==> config.mk <==
export PLATFORM = sky130hd
export DESIGN_NAME = seg7_mux_driver
export DESIGN_NICKNAME = d
export VERILOG_FILES = /design/src/rtl/seg7_mux_driver.sv
export SDC_FILE = /design/constraint.sdc
export NUM_CORES = 1
export LEC_CHECK = 0
export CAP_MARGIN = 20
export CORE_UTILIZATION = 55
export CTS_BUF_LIST = sky130_fd_sc_hd__clkbuf_8 sky130_fd_sc_hd__clkbuf_16
export DETAILED_ROUTE_END_ITERATION = 10
export HOLD_SLACK_MARGIN = 0.15
export PLACE_DENSITY = 0.75
export RECOVER_POWER = 100
export SLEW_MARGIN = 20
export SYNTH_ARGS = -nofsm -noshare
export SYNTH_HDL_FRONTEND = slang
export SYNTH_SLANG_ARGS = --single-unit
==> constraint.sdc <==
create_clock -name clk -period 4.5 [get_ports clk]
set_input_delay 0.9 -clock clk [delete_from_list [all_inputs] [get_ports clk]]
set_output_delay 0.9 -clock clk [all_outputs]
set_load 0.02 [all_outputs]
==> src/rtl/seg7_mux_driver.sv <==
// ---------------------------------------------------------------------------
// seg7_mux_driver
//
// Multi-digit seven-segment driver. A binary value is converted to packed BCD
// by a sequential shift-add-3 (double-dabble) engine, committed to a display
// register in one cycle, and the digits are time-multiplexed onto one shared
// active-low segment bus with active-low digit enables.
//
// Parameters:
//   NUM_DIGITS   number of multiplexed digits (1..8)
//   BIN_WIDTH    width of the binary input (1..27)
//   REFRESH_DIV  clock cycles each digit stays enabled (>= 2)
//
// Ports:
//   clk       in   system clock, rising edge
//   rst       in   asynchronous active-high reset
//   bin_in    in   [BIN_WIDTH]  unsigned value to display
//   load      in   sample bin_in; only honoured while busy=0
//   busy      out  conversion in progress
//   overflow  out  last accepted value was >= 10^NUM_DIGITS
//   seg_n     out  [7] segments {g,f,e,d,c,b,a}, 0 = lit
//   an_n      out  [NUM_DIGITS] digit enables, 0 = enabled, bit 0 = LSD
//
// Build option:
//   SEG7_LEADING_ZERO_BLANK_EN  when defined, leading zero digits above
//                               digit 0 are blanked (dashes still win).
//
// Converter FSM:
//   state  | meaning
//   IDLE   | waiting for load (accepted only when busy=0)
//   CONV   | one add-3 + shift per cycle, BIN_WIDTH cycles
//   COMMIT | copy scratch to display register, update overflow
// ---------------------------------------------------------------------------
module seg7_mux_driver #(
    parameter int NUM_DIGITS  = 4,
    parameter int BIN_WIDTH   = 14,
    parameter int REFRESH_DIV = 50000
) (
    input  logic                  clk,
    input  logic                  rst,
    input  logic [BIN_WIDTH-1:0]  bin_in,
    input  logic                  load,
    output logic                  busy,
    output logic                  overflow,
    output logic [6:0]            seg_n,
    output logic [NUM_DIGITS-1:0] an_n
);

    localparam int SCR_W = 4 * NUM_DIGITS;
    localparam int IDX_W = (NUM_DIGITS > 1) ? $clog2(NUM_DIGITS) : 1;
    localparam int CNT_W = $clog2(REFRESH_DIV);
    localparam int BIT_W = $clog2(BIN_WIDTH + 1);

    function automatic logic [63:0] pow10(input int n);
        logic [63:0] r;
        r = 64'd1;
        for (int i = 0; i < n; i++) begin
            r = r * 64'd10;
        end
        return r;
    endfunction

    localparam logic [63:0] OVF_LIMIT = pow10(NUM_DIGITS);

    localparam logic [6:0] SEG_DASH  = 7'b0111111;
    localparam logic [6:0] SEG_BLANK = 7'b1111111;
    localparam logic [6:0] SEG_ZERO  = 7'b1000000;

    function automatic logic [6:0] decode_digit(input logic [3:0] nib);
        logic [6:0] s;
        case (nib)
            4'd0:    s = 7'b1000000;
            4'd1:    s = 7'b1111001;
            4'd2:    s = 7'b0100100;
            4'd3:    s = 7'b0110000;
            4'd4:    s = 7'b0011001;
            4'd5:    s = 7'b0010010;
            4'd6:    s = 7'b0000010;
            4'd7:    s = 7'b1111000;
            4'd8:    s = 7'b0000000;
            4'd9:    s = 7'b0011000;
            default: s = SEG_BLANK;
        endcase
        return s;
    endfunction

    typedef enum logic [1:0] {
        IDLE   = 2'd0,
        CONV   = 2'd1,
        COMMIT = 2'd2
    } state_t;

    state_t               state, state_nxt;
    logic [BIN_WIDTH-1:0] shift_reg, shift_nxt;
    logic [SCR_W-1:0]     scratch, scratch_nxt, scratch_adj;
    logic [BIT_W-1:0]     bit_cnt, bit_cnt_nxt;
    logic                 ovf_pend, ovf_pend_nxt;
    logic [SCR_W-1:0]     disp, disp_nxt;
    logic                 ovf_nxt;
    logic                 accept;

    // busy is the registered image of "not IDLE", so it rises one edge
    // after acceptance and falls one edge after the commit.
    assign accept = (state == IDLE) && load && !busy;

    always_comb begin
        scratch_adj = scratch;
        for (int i = 0; i < NUM_DIGITS; i++) begin
            if (scratch[4*i +: 4] >= 4'd5) begin
                scratch_adj[4*i +: 4] = scratch[4*i +: 4] + 4'd3;
            end
        end
    end

    always_comb begin
        state_nxt    = state;
        shift_nxt    = shift_reg;
        scratch_nxt  = scratch;
        bit_cnt_nxt  = bit_cnt;
        ovf_pend_nxt = ovf_pend;
        disp_nxt     = disp;
        ovf_nxt      = overflow;
        case (state)
            IDLE: begin
                if (accept) begin
                    shift_nxt    = bin_in;
                    scratch_nxt  = '0;
                    bit_cnt_nxt  = '0;
                    // Overflow comes from the captured value; digits shifted
                    // out of the top of scratch are simply lost.
                    ovf_pend_nxt = (64'(bin_in) >= OVF_LIMIT);
                    state_nxt    = CONV;
                end
            end
            CONV: begin
                {scratch_nxt, shift_nxt} = {scratch_adj, shift_reg} << 1;
                bit_cnt_nxt = bit_cnt + 1'b1;
                if (bit_cnt == BIT_W'(BIN_WIDTH - 1)) begin
                    state_nxt = COMMIT;
                end
            end
            COMMIT: begin
                disp_nxt  = scratch;
                ovf_nxt   = ovf_pend;
                state_nxt = IDLE;
            end
            default: begin
                state_nxt = IDLE;
            end
        endcase
    end

    always_ff @(posedge clk or posedge rst) begin
        if (rst) begin
            state     <= IDLE;
            shift_reg <= '0;
            scratch   <= '0;
            bit_cnt   <= '0;
            ovf_pend  <= 1'b0;
            disp      <= '0;
            overflow  <= 1'b0;
            busy      <= 1'b0;
        end else begin
            state     <= state_nxt;
            shift_reg <= shift_nxt;
            scratch   <= scratch_nxt;
            bit_cnt   <= bit_cnt_nxt;
            ovf_pend  <= ovf_pend_nxt;
            disp      <= disp_nxt;
            overflow  <= ovf_nxt;
            busy      <= (state != IDLE);
        end
    end

    // ------------------------------------------------------------------
    // Scan: refresh counter and digit index
    // ------------------------------------------------------------------
    logic [CNT_W-1:0] refresh_cnt;
    logic [IDX_W-1:0] digit_idx;
    logic             refresh_tc;
    logic             slot_start;

    assign refresh_tc = (refresh_cnt == CNT_W'(REFRESH_DIV - 1));

    always_ff @(posedge clk or posedge rst) begin
        if (rst) begin
            refresh_cnt <= '0;
            digit_idx   <= '0;
            slot_start  <= 1'b0;
        end else begin
            slot_start <= refresh_tc;
            if (refresh_tc) begin
                refresh_cnt <= '0;
                if (digit_idx == IDX_W'(NUM_DIGITS - 1)) begin
                    digit_idx <= '0;
                end else begin
                    digit_idx <= digit_idx + 1'b1;
                end
            end else begin
                refresh_cnt <= refresh_cnt + 1'b1;
            end
        end
    end

    // ------------------------------------------------------------------
    // Segment selection. Segments are latched once per slot, from the
    // value the display register holds after this edge, so a commit on
    // the same edge is shown and a slot never mixes two values.
    // ------------------------------------------------------------------
    logic [NUM_DIGITS-1:0] lz_blank;
    logic [3:0]            cur_nib;
    logic [6:0]            seg_val;

`ifdef SEG7_LEADING_ZERO_BLANK_EN
    logic zero_above;

    always_comb begin
        lz_blank   = '0;
        zero_above = 1'b1;
        for (int i = NUM_DIGITS - 1; i >= 1; i--) begin
            zero_above  = zero_above && (disp_nxt[4*i +: 4] == 4'd0);
            lz_blank[i] = zero_above;
        end
    end
`else
    assign lz_blank = '0;
`endif

    always_comb begin
        cur_nib = disp_nxt[{digit_idx, 2'b00} +: 4];
        if (ovf_nxt) begin
            seg_val = SEG_DASH;
        end else if (lz_blank[digit_idx]) begin
            seg_val = SEG_BLANK;
        end else begin
            seg_val = decode_digit(cur_nib);
        end
    end

    always_ff @(posedge clk or posedge rst) begin
        if (rst) begin
            seg_n <= SEG_ZERO;
            an_n  <= ~NUM_DIGITS'(1);
        end else if (slot_start) begin
            seg_n <= seg_val;
            an_n  <= ~(NUM_DIGITS'(1) << digit_idx);
        end
    end

endmodule

Word level (Yosys, flattened, before mapping):

Memory sizes are Yosys's and may differ from the RTL's.
Index checks and enable logic that the tools add are counted.

* shift-type cells: 2
* equal/unequal tests: 7
* $add $sub $neg: 7
* order comparisons: 6
* muxes and demuxes: 21
* bitwise operators: 1
* reductions and logical operators: 9

Operator list (count)
* 16-bit two-way mux: 3
* 16-bit one-hot mux with 2 select lines: 1
* 14-bit one-hot mux with 2 select lines: 1
* 16-bit by 1-bit adder with 16-bit output (second input constant): 1
* 16-bit == test (second input constant): 1
* 4-bit by 3-bit >= comparator with 1-bit output (second input constant): 4
* 4-bit two-way mux: 4
* 16-bit by 5-bit indexed part select with 4-bit output: 1
* 14-bit >= comparator (second input constant): 1
* 14-bit two-way mux: 1
* 7-bit two-way mux: 2
* 4-bit by 2-bit adder with 4-bit output (second input constant): 3
* 4-bit one-hot mux with 2 select lines: 1
* 2-bit two-way mux: 3
* 2-bit AND reduction: 3
* 4-bit by 1-bit adder with 4-bit output (second input constant): 1
* 2-bit == test (second input constant): 2
* 4-bit == test (second input constant): 1
* 2-bit inequality test (second input constant): 2
* 4-bit NOT: 1
* 2-bit one-hot mux with 2 select lines: 1
* 2-bit nonzero test: 2
* 1-bit by 2-bit left shift with 4-bit output (first input constant): 1
* 3-bit by 2-bit adder with 3-bit output (second input constant): 1
* 9 further kinds: 11

* output and inout port bits: 13
* memories: 1
* input bits: 17
* register bits after elaboration: 85
* bits in read-only memories: 112

Memories
* (name not given): words 16, bits a word 7, read ports 1, clocked after memory_dff 0, write ports 0, line 71 `case (nib)`

Logic depth before layout (Yosys ltp):

An unclocked memory read counts as a cell.

* word-level depth: 6
* mapped depth: 10

Worst setup path before layout:

Ideal clock, no wire load.

* path type: flip-flop to flip-flop
* from: register state[0]
* to: register seg_n[3]
* arrival time: 2.391 ns
* cell stages (with the launch flop): 10
* setup slack: 2.015 ns
* buffers on the path: 2
* period minus slack after synthesis: 2.485 ns
* library setup time: 0.094 ns
* path through: dfrtp_1 > nand2b_4 > buf_6 > buf_6 > mux2_4 > mux4_2 > inv_1 > ha_1 > or2b_1 > a211oi_1

* longest elaborated chain between the ends: 6
* elaborated cells between the ends (all ways): 7
* classes of those cells: eq/ne: 1; shift: 1; mux: 4; memory: 1

Ends and longest elaborated chain
* from (decl): line 93 `state_t state, state_nxt;`
* from (signal assigned): line 164 `state <= state_nxt;`
* 2-bit == test: line 123 `case (state)`
* 16-bit two-way mux: line 123
* net disp_nxt[1]: line 98 `logic [SCR_W-1:0] disp, disp_nxt;`
* 16-bit by 5-bit indexed part select with 4-bit output: line 230 `cur_nib = disp_nxt[{digit_idx, 2'b00} +: 4];`
* memory read 16 x 7 bit
* 7-bit two-way mux: line 233 `end else if (lz_blank[digit_idx]) begin`
* 7-bit two-way mux: line 231 `if (ovf_nxt) begin`
* to (signal assigned): line 245 `seg_n <= seg_val;`
* to (decl): line 45 `output logic [6:0] seg_n,`

The timed path passes the listed nets, and every way through them passes these cells.
A chain may end at the register's enable or synchronous reset.

Worst setup path after layout:

* from: input load
* to: register bit_cnt[3]

* longest elaborated chain between the ends: 4

Ends and longest elaborated chain
* from (decl): line 42 `input logic load,`
* 1-bit logical AND (2 in series): line 104 `assign accept = (state == IDLE) && load && !busy;`
* 2-bit inequality test (no line)
* 2-bit AND reduction (no line)
* to (signal assigned): line 167 `bit_cnt <= bit_cnt_nxt;`
* to (decl): line 96 `logic [BIT_W-1:0] bit_cnt, bit_cnt_nxt;`

No other way between the ends.

==> flow_metrics.env <==
export IMPL_status="finished with violations"
export IMPL_violations="max-capacitance violations, max-slew violations"
export IMPL_layout_min_cycle_time_ns=3.20
export IMPL_chipHeight_microns=89.8
export IMPL_top_layer="met4"
export IMPL_wl_met3_microns=201
export IMPL_path_max_fanout=18
export IMPL_via_per_inst=5.61
export IMPL_r2r_slack_ns=1.32
export IMPL_syn_area_per_cell_sq_um=10.5
export IMPL_pin_count=30
export IMPL_seq_area_sq_mm=0.00213
export IMPL_syn_nets=442
export IMPL_insertion_delay_ns=0.36
export IMPL_cts_path_max_buffers=2
export IMPL_synthTopCellsByCount="81 x dfrtp_1, 51 x nand2_1, 40 x nor2_1"
export IMPL_p_per_area_mw_per_mm2=524
export IMPL_synthFlopType="dfrtp_1"
export IMPL_grt_max_degree=59
export IMPL_dpl_hpwl_microns=5410
export IMPL_yosysTopAreaCell="dfrtp_1"
export IMPL_ctsHoldBuffers=0
export IMPL_drc_errors=0
export IMPL_arrival_ns=3.34
export IMPL_finClkSkew_ns=0.0122
export IMPL_cts_resized=0
export IMPL_worst_hold_slack_ns=0.468
export IMPL_synth_cell_types=44
export IMPL_die_w_microns=89.8
export IMPL_routedLengthMet1_microns=3740
export IMPL_crit_type="primary input to flip-flop"
export IMPL_grt_util_all_layers_pct=21.7
export IMPL_start_kind="primary input"
export IMPL_start_util_pct=57.5
export IMPL_r2r_end="seg_n[3]"
export IMPL_clk_pin_slew_ns=0.09
export IMPL_setup_viol=0
export IMPL_relSlewSlack_pct=-29.6
export IMPL_async_flop_share_pct=100
export IMPL_fmax_mhz=313
export IMPL_grt_pass1_wl_microns=14000
export IMPL_multi_input_area_sq_mm=0.00190
export IMPL_avgRoutedWirePerCell_microns=14.9
export IMPL_route_met2_wl_microns=3740
export IMPL_yosysMostFrequentCell="dfrtp_1"
export IMPL_cap_violations=3
export IMPL_rsz0062_at_grt="no"
export IMPL_p_leak_nw=2.15
export IMPL_drive_gt1_share_pct=8.55
export IMPL_ir_drop_mv=0.269
export IMPL_slew_viol_final=78
export IMPL_final_hold_viol_count=0
export IMPL_synth_area_leaders="dfrtp_1 48%, ha_1 6.2%, nand2_1 4.5%, nor2_1 3.5%, mux4_2 3.2%"
export IMPL_fin_nets=466
export IMPL_setup_tns_ns=0
export IMPL_clock_sinks=85
export IMPL_hold_path_class="flip-flop to flip-flop"
export IMPL_cts_buffers=9
export IMPL_vias=2985
export IMPL_syn_cell_area_sq_mm=0.00424
export IMPL_area_delta_synth_final_pct=12.4
export IMPL_min_from="an_n[1]"
export IMPL_holdPathStages=2
export IMPL_reg_top3="disp x16, refresh_cnt x16, scratch x16"
export IMPL_routabilityCongestion=0.824
export IMPL_cts_tree="built"
export IMPL_r2r_start="state[0]"
export IMPL_diodes=0
export IMPL_holdPathEnd="an_n[1]"
export IMPL_period_share_pct=71.0
export IMPL_drt_iter0_drc=160
export IMPL_die_area_sq_mm=0.00806
export IMPL_tightestPinTransition_ns=1.94
export IMPL_antenna_found_initial=0
export IMPL_coreArea_sq_mm=0.00737
export IMPL_totalWireLength_microns=7930
export IMPL_ant_nets=0
export IMPL_first_pass_iters=5
export IMPL_yosys_warnings=0
export IMPL_grt_pass1_vias=2984
export IMPL_synth_seq_area_share_pct=50.3
export IMPL_finish_utilization_pct=64.6
export IMPL_h_tree_depth=3
export IMPL_worstPathRequired_ns=4.65
export IMPL_cts_setup_buffers=0
export IMPL_synth_edf_count=0
export IMPL_nFillCells=609
export IMPL_cp_end_kind="flip-flop"
export IMPL_yosysTopAreaCellShare_pct=47.8
export IMPL_grt_remaining_overflow=0
export IMPL_portBuffers=29
export IMPL_root_buffer="clkbuf_8"
export IMPL_synth_seq_cells=85
export IMPL_r2r_cells=8
export IMPL_netlist_instances=404
export IMPL_row_count=31
[layout by cell type, fill, tap and decap left out, types with 2 or more instances in the layout]
cell             count
mux4_2               6
nand3_1             17
nor2_1              40
mux2i_1              8
a32o_1               4
a211oi_1             6
nor4_1               5
xor2_1              13
nor3_1               3
nor2b_1              3
mux2_1               7
and3_1               3
bufinv_16            2
dfrtp_1             81
nand4_1              4
o32ai_1              2
o31ai_1              5
inv_6                2
a21oi_1             10
clkbuf_8             9
dfstp_2              4
mux2_2               8
inv_1               22
a31oi_1             13
clkdlybuf4s50_1     14
nand2_1             51
nor3b_1              2
ha_1                21
clkinvlp_4           2
o21ai_0             21
dlygate4sd3_1       15
xnor2_1              9
nand2b_1             8
[critical path: stages]
cell	delay (ns)
dlygate4sd3_1	0.54
nor3b_1	1.50
nor2_1	0.17
nand2_1	0.13
o21ai_0	0.10
[area by class of cell]
cell class | count | area share, %
sequential | 85 | 44.8
multi-input combinational | 279 | 39.9
timing repair buffer | 30 | 6.25
clock buffer | 9 | 2.60
tap | 99 | 2.60
clock inverter | 7 | 2.05
inverter | 23 | 1.84
[worst max-delay path by stage]
stage,slack (ns),cells after the start,end,start
finish,1.30,5,bit_cnt[3],load
global route,0.98,5,bit_cnt[3],load
CTS,1.83,7,seg_n[3],state[0]
detailed placement,1.71,5,bit_cnt[3],load
global placement,1.74,5,scratch[7],load
floorplan,1.41,1,an_n[0],rst
[report_power, final]
group	internal [mW]	leakage, nW	switching [mW]	total [mW]
sequential	0.955	1.07	0.154	1.11
combinational	0.325	0.976	0.460	0.786
clock	0.315	0.106	0.286	0.601
total	1.60	2.15	0.900	2.50
[layer usage]
layer  GRT usage (%)  up-vias
li1                -     1445
met1            29.2     1464
met2            33.8       57
met3            3.30       19
met4            12.3        0
met5               0        -
[stage by stage]
stage               cells  area [sq um]  total power [mW]  setup slack (ns)
floorplan             404          4240              1.72              1.41
global placement      516          4580              1.88              1.74
detailed placement    516          4580              1.93              1.71
CTS                   532          4800              2.53              1.83
global route          532          4760              2.67             0.981
finish                532          4760              2.50              1.30
[kinds of logic (layout without fill, tap and decap cells)]
family          Yosys count  after routing  share of synthesized area, %
fa+ha+maj                21             21                          6.20
xor+xnor                 22             22                          4.55
compound gates           64             64                          9.56
mux                      29             29                          9.42
flops                    85             85                          50.3
simple gates            143            143                          15.9
buf+inv                  40             69                          4.07
(Power assumes the default switching activity.)
